$ cat src/rtl/dispatch_credit_ctrl_pkg.sv
// rtl/dispatch_credit_ctrl_pkg.sv - shared types and defaults for the dispatch credit controller
package dispatch_credit_ctrl_pkg;

  localparam int RS_SIZE_DEF      = 16;
  localparam int LSB_SIZE_DEF     = 16;
  localparam int ROB_SIZE_DEF     = 16;
  localparam int CNT_W_DEF        = 5;
  localparam int FLUSH_CYCLES_DEF = 2;
  localparam int FLUSH_W          = 3;

  typedef enum logic {
    S_RUN   = 1'b0,
    S_FLUSH = 1'b1
  } state_t;

  // Reload value for the flush hold counter (1..7 cycles fits FLUSH_W bits).
  function automatic logic [FLUSH_W-1:0] flush_load(input int cycles);
    return FLUSH_W'(cycles);
  endfunction

endpackage

$ cat src/rtl/dispatch_credit_ctrl_credit_counter.sv
// rtl/dispatch_credit_ctrl_credit_counter.sv - saturating free-slot credit counter with sticky overflow flag
module dispatch_credit_ctrl_credit_counter #(
  parameter int SIZE  = 16,
  parameter int CNT_W = 5
) (
  input  logic             clk_in,
  input  logic             rst_in,
  input  logic             en,
  input  logic             consume,
  input  logic             rel,
  input  logic             load,
  input  logic [CNT_W-1:0] load_val,
  output logic [CNT_W-1:0] cnt,
  output logic             err
);

  localparam logic [CNT_W-1:0] FULL = CNT_W'(SIZE);
  localparam logic [CNT_W-1:0] ONE  = CNT_W'(1);

  // Credit state: load beats consume/release; a release at full is dropped and flagged.
  always_ff @(posedge clk_in) begin
    if (rst_in) begin
      cnt <= FULL;
      err <= 1'b0;
    end else if (en) begin
      if (load) begin
        cnt <= load_val;
      end else if (consume && !rel) begin
        cnt <= cnt - ONE;
      end else if (rel && !consume) begin
        if (cnt == FULL) begin
          err <= 1'b1;
        end else begin
          cnt <= cnt + ONE;
        end
      end
    end
  end

endmodule

$ cat src/rtl/dispatch_credit_ctrl.sv
// rtl/dispatch_credit_ctrl.sv - issue scheduler granting dispatch only when RS/LSB/ROB credits exist
module dispatch_credit_ctrl
  import dispatch_credit_ctrl_pkg::*;
#(
  parameter int RS_SIZE      = RS_SIZE_DEF,
  parameter int LSB_SIZE     = LSB_SIZE_DEF,
  parameter int ROB_SIZE     = ROB_SIZE_DEF,
  parameter int CNT_W        = CNT_W_DEF,
  parameter int FLUSH_CYCLES = FLUSH_CYCLES_DEF
) (
  input  logic             clk_in,
  input  logic             rst_in,
  input  logic             rdy_in,
  input  logic             clear,
  input  logic [CNT_W-1:0] lsb_kept,
  input  logic             fetch_valid,
  input  logic             fetch_is_mem,
  input  logic             rs_release,
  input  logic             lsb_release,
  input  logic             rob_commit,
  output logic             issue_grant,
  output logic             fetch_stall,
  output logic [CNT_W-1:0] rs_free,
  output logic [CNT_W-1:0] lsb_free,
  output logic [CNT_W-1:0] rob_free,
  output logic             credit_err
);

  localparam logic [CNT_W-1:0]   RS_FULL    = CNT_W'(RS_SIZE);
  localparam logic [CNT_W-1:0]   LSB_FULL   = CNT_W'(LSB_SIZE);
  localparam logic [CNT_W-1:0]   ROB_FULL   = CNT_W'(ROB_SIZE);
  localparam logic [FLUSH_W-1:0] FLUSH_LOAD = flush_load(FLUSH_CYCLES);

  state_t             state;
  state_t             state_nxt;
  logic [FLUSH_W-1:0] flush_cnt;
  logic [FLUSH_W-1:0] flush_nxt;
  logic               in_run;
  logic               rs_err;
  logic               lsb_err;
  logic               rob_err;
  logic [CNT_W-1:0]   lsb_reload;

  assign in_run     = (state == S_RUN);
  assign lsb_reload = LSB_FULL - lsb_kept;

  // Grant depends only on registered credits, so a same-cycle release never enables it.
  assign issue_grant = rdy_in & ~rst_in & ~clear & in_run & fetch_valid
                     & (rob_free != '0)
                     & (fetch_is_mem ? (lsb_free != '0) : (rs_free != '0));
  assign fetch_stall = fetch_valid & ~issue_grant;
  assign credit_err  = rs_err | lsb_err | rob_err;

  // FSM and flush hold counter registers; rdy_in low freezes them.
  always_ff @(posedge clk_in) begin
    if (rst_in) begin
      state     <= S_RUN;
      flush_cnt <= '0;
    end else if (rdy_in) begin
      state     <= state_nxt;
      flush_cnt <= flush_nxt;
    end
  end

  // Next state: clear (re)starts the flush hold; the hold counts down only while clear is low.
  always_comb begin
    state_nxt = state;
    flush_nxt = flush_cnt;
    if (clear) begin
      state_nxt = S_FLUSH;
      flush_nxt = FLUSH_LOAD;
    end else if (state == S_FLUSH) begin
      if (flush_cnt == FLUSH_W'(1)) begin
        state_nxt = S_RUN;
        flush_nxt = '0;
      end else begin
        flush_nxt = flush_cnt - FLUSH_W'(1);
      end
    end
  end

  dispatch_credit_ctrl_credit_counter #(.SIZE(RS_SIZE), .CNT_W(CNT_W)) u_rs_cnt (
    .clk_in   (clk_in),
    .rst_in   (rst_in),
    .en       (rdy_in),
    .consume  (issue_grant & ~fetch_is_mem),
    .rel      (rs_release & in_run),
    .load     (clear),
    .load_val (RS_FULL),
    .cnt      (rs_free),
    .err      (rs_err)
  );

  // Kept stores keep draining during the flush, so LSB releases are not gated by state.
  dispatch_credit_ctrl_credit_counter #(.SIZE(LSB_SIZE), .CNT_W(CNT_W)) u_lsb_cnt (
    .clk_in   (clk_in),
    .rst_in   (rst_in),
    .en       (rdy_in),
    .consume  (issue_grant & fetch_is_mem),
    .rel      (lsb_release),
    .load     (clear),
    .load_val (lsb_reload),
    .cnt      (lsb_free),
    .err      (lsb_err)
  );

  dispatch_credit_ctrl_credit_counter #(.SIZE(ROB_SIZE), .CNT_W(CNT_W)) u_rob_cnt (
    .clk_in   (clk_in),
    .rst_in   (rst_in),
    .en       (rdy_in),
    .consume  (issue_grant),
    .rel      (rob_commit & in_run),
    .load     (clear),
    .load_val (ROB_FULL),
    .cnt      (rob_free),
    .err      (rob_err)
  );

endmodule

$ cat config.mk
export PLATFORM = sky130hd
export DESIGN_NAME = dispatch_credit_ctrl
export DESIGN_NICKNAME = d
export VERILOG_FILES = /design/src/rtl/dispatch_credit_ctrl_pkg.sv /design/src/rtl/dispatch_credit_ctrl_credit_counter.sv /design/src/rtl/dispatch_credit_ctrl.sv
export SDC_FILE = /design/constraint.sdc
export NUM_CORES = 1
export LEC_CHECK = 0
export CAP_MARGIN = 15
export CORE_ASPECT_RATIO = 0.8
export CORE_MARGIN = 1
export CORE_UTILIZATION = 40
export CTS_CLUSTER_DIAMETER = 80
export DETAILED_ROUTE_END_ITERATION = 12
export GPL_ROUTABILITY_DRIVEN = 1
export MAX_ROUTING_LAYER = met4
export PLACE_DENSITY = 0.66
export SYNTH_ARGS = -nofsm -noshare
export SYNTH_HDL_FRONTEND = slang
export SYNTH_SLANG_ARGS = --single-unit
export TNS_END_PERCENT = 30
$ cat constraint.sdc
create_clock -name clk_in -period 7.88 [get_ports clk_in]
set_input_delay 1.97 -clock clk_in [delete_from_list [all_inputs] [get_ports clk_in]]
set_output_delay 1.97 -clock clk_in [all_outputs]
set_load 0.01 [all_outputs]
==> impl_metrics.py <==
metrics = {
    "routing": {
        "avgRoutedWirePerCell_um": 13.57,
        "avgViaCountPerCell": 5.387,
        "vias": 1503,
        "wirelength_um": 3787,
        "drt_iter0_drc": 120,
        "dr.pass1.iters": 4,
        "route.antenna.remaining_nets": 0,
        "drc_errors": 0,
    },
    "power": {
        "power.combinational.fraction_pct": 19.7,
        "power.share.switching_pct": 25.95,
        "p_leak_nw": 0.8591,
        "power.clock.fraction_pct": 37.9,
        "sequentialPowerShare_pct": 42.4,
        "power.switching_uw": 73.84,
        "vdd.ir_drop.worst_mv": 0.1121,
        "power_report.internal_total_uw": 210.7,
        "power_per_cell_area_mw_per_mm2": 137.0,
    },
    "yosys": {
        "library_cell_occupying_the_most_area_in_the_post_synthesis_netlist": "sky130_fd_sc_hd__dfxtp_1",
        "ys_async_sr_fraction_pct": 0,
        "syn_inst": 196,
        "synthesized_area_mm2": 0.001705,
        "synth.avg_cell_area_um2": 8.701,
        "synthesis.yosys.warnings": 0,
        "postSynthNetCount": 220,
        "number_of_synthesized_flops_with_an_enable_pin": 0,
        "ys_top_cells_by_area": "sky130_fd_sc_hd__dfxtp_1, sky130_fd_sc_hd__ha_1, sky130_fd_sc_hd__nor2_1",
        "yosys.cell_types.count": 57,
        "yosysSeqAreaShare_pct": 25.83,
        "synth_ff_type": "sky130_fd_sc_hd__dfxtp_1",
        "synth_seq_cells": 22,
        "synth_top_area_share_pct": 25.83,
    },
    "place": {
        "hpwl_um": 2882,
        "buffer_ports.inserted": 31,
        "routabilityCongestion": 0.8930,
    },
    "sta": {
        "tcrit_tclk_final_pct": 82.68,
        "timing_max_transition_violations_final": 0,
        "final.setup_skew_ns": 0.003928,
        "finalSetupViolCount": 0,
        "hold_violations": 0,
        "maximum_frequency_from_static_timing_analysis_mhz": 153.5,
        "hold_slack_ns": 0.4763,
        "relSlewSlack_pct": 47.62,
        "setup_total_negative_slack_ns": 0,
        "period_minus_slack_ns": 6.516,
        "setup_repair_after_global_routing_missed_its_margin": "no",
        "max_slew.worst_pin.slew_ns": 0.7833,
    },
    "cts": {
        "cts_tree": "done",
        "post_cts_setup_repair_buffer_count": 0,
        "cts_inserted_buffers": 3,
        "clock-sinks": 22,
        "cts.repair.resized": 0,
        "clkTransAtPathRegs_ns": 0.09,
        "max-clock-path-buffers": 2,
        "insertion_delay_ns": 0.27,
        "root_buffer": "sky130_fd_sc_hd__clkbuf_8",
        "hold_buffers": 0,
        "h-tree-depth": 1,
    },
    "finish": {
        "regArea_um2": 440.4,
        "finalNetCount": 249,
        "drive_above_1_share_pct": 8.929,
        "multi_input_area_mm2": 0.001122,
        "n_antenna_cell": 0,
        "areaGrowthSynthToFinish_pct": 21.79,
        "fillerInstances": 370,
    },
    "setup_path": {
        "crit_path_max_incr_delay_ns": 0.74,
        "cp-start-kind": "input pin",
        "worst-setup-path-type": "input pin to primary output",
        "worst_ep_arrival_time_ns": 4.55,
        "worst_ep_required_time_ns": 5.91,
        "critical-path-top-cell-by-count": "sky130_fd_sc_hd__clkdlybuf4s50_1",
        "crit_path_max_fanout": 10,
        "end_kind": "primary output",
        "critical_path.slowest_cell": "sky130_fd_sc_hd__clkdlybuf4s50_1",
        "worstPathCellList": "clkdlybuf4s50_1 > nand2b_2 > a2111oi_4 > o21ai_1 > inv_1 > clkdlybuf4s50_1",
    },
    "global_route": {
        "first_global_vias": 1384,
        "globalRouteOverflowTotal": 0,
        "grt_start_max_net_pins": 21,
        "grt_util_all_layers_pct": 18.96,
        "grt_first_pass_wirelength_um": 6320,
        "number_of_antenna_violations_at_the_first_check_in_global_routing": 0,
    },
    "floorplan": {
        "fp.dieW_um": 75,
        "num_rows": 20,
        "fp.dieArea_mm2": 0.004530,
        "core_area_mm2": 0.003929,
        "floorplan.die.height_um": 60.40,
        "design.portCount": 32,
        "initial_utilization_pct": 43.41,
    },
    "hold_path": {
        "hold_path_class": "flip-flop to flip-flop",
    },
    "status": {
        "outcome": "complete, no violations",
    },
    "run": {
        "maxCapViolCount": 0,
    },
}
==> cell families (layout without fill, tap and decap cells) <==
kind of cell	after synthesis	count (layout)	share of synthesized area (%)
buf+inv	23	51	8.363
simple gates	67	67	20.40
flops	22	22	25.83
compound gates	58	58	28.83
xor+xnor	8	8	4.109
fa+ha+maj	10	10	7.777
mux	8	8	4.696
==> sequential cells by signal (all words and copies together) (netlist names) <==
name,count
flush_cnt,3
state,1
u_lsb_cnt.cnt,5
u_lsb_cnt.err,1
u_rob_cnt.cnt,5
u_rob_cnt.err,1
u_rs_cnt.cnt,5
u_rs_cnt.err,1
==> layer usage <==
metal | wire length, µm | part of all wire (%) | up-vias | GRT usage (%)
met5 | 0 | 0 | - | -
met4 | 31 | 0.82 | 0 | 2.965
met3 | 211 | 5.6 | 4 | 4.319
met2 | 1573 | 42 | 37 | 28.19
li1 | - | - | 772 | -
met1 | 1970 | 52 | 690 | 26.61
==> critical path: cells and delay by family <==
family	cells	cell delay [ns]
compound gates	2	0.91
simple gates	1	0.21
buf+inv	3	1.45
==> final timing paths <==
path | startpoint | endpoint | slack, ns | cells past startpoint
setup reg to reg | state | u_rs_cnt.cnt[4] | 4.55 | 10
hold reg to reg | u_lsb_cnt.err | u_lsb_cnt.err | 0.48 | 2
setup / recovery | rdy_in | issue_grant | 1.36 | 6
hold / removal | u_lsb_cnt.err | u_lsb_cnt.err | 0.48 | 2
==> per-stage QoR <==
stage	setup WS, ns	power, mW	area [µm²]	util, %	cells
finish	1.364	0.2845	2077	52.87	279
global route	1.185	0.2974	2077	52.87	279
CTS	1.359	0.2874	2077	52.87	279
detailed placement	1.362	0.1788	2006	51.05	275
global placement	1.455	0.1792	2006	51.05	275
floorplan	2.690	0.1604	1705	-	196
==> cell usage in the layout (no fill, tap or decap), drive strengths merged, types with 5 or more instances in the layout <==
master,count
a31oi,7
clkdlybuf4s50,31
nand2,14
nand3,5
a21oi,10
o21ai,6
ha,9
inv,15
or3,5
nor2,24
mux2i,8
xor2,5
dfxtp,22
==> power by group through the flow <==
stage | logic, mW | registers (mW) | clock network, mW
after floorplan | 0.0381 | 0.122 | 0
after global placement | 0.0558 | 0.123 | 0
after detailed placement | 0.0556 | 0.123 | 0
after CTS | 0.0561 | 0.121 | 0.111
after global routing | 0.0619 | 0.122 | 0.114
final | 0.0560 | 0.121 | 0.108
==> final cells by class <==
type | instances | area share [%]
Clock buffer | 3 | 1.988
Timing Repair Buffer | 32 | 15.30
Clock inverter | 1 | 1.446
Tap cell | 55 | 3.313
Inverter | 15 | 2.711
Multi-Input combinational cell | 151 | 54.04
Sequential cell | 22 | 21.20
==> cells in the mapped netlist, drive strengths merged, types with 5 or more instances <==
cell type,instances
a21oi,10
a31oi,7
buf,5
dfxtp,22
ha,9
inv,15
mux2i,8
nand2,14
nand3,5
nor2,24
o21ai,6
or3,5
xor2,5
No activity file was read; power rests on OpenSTA's default activity.
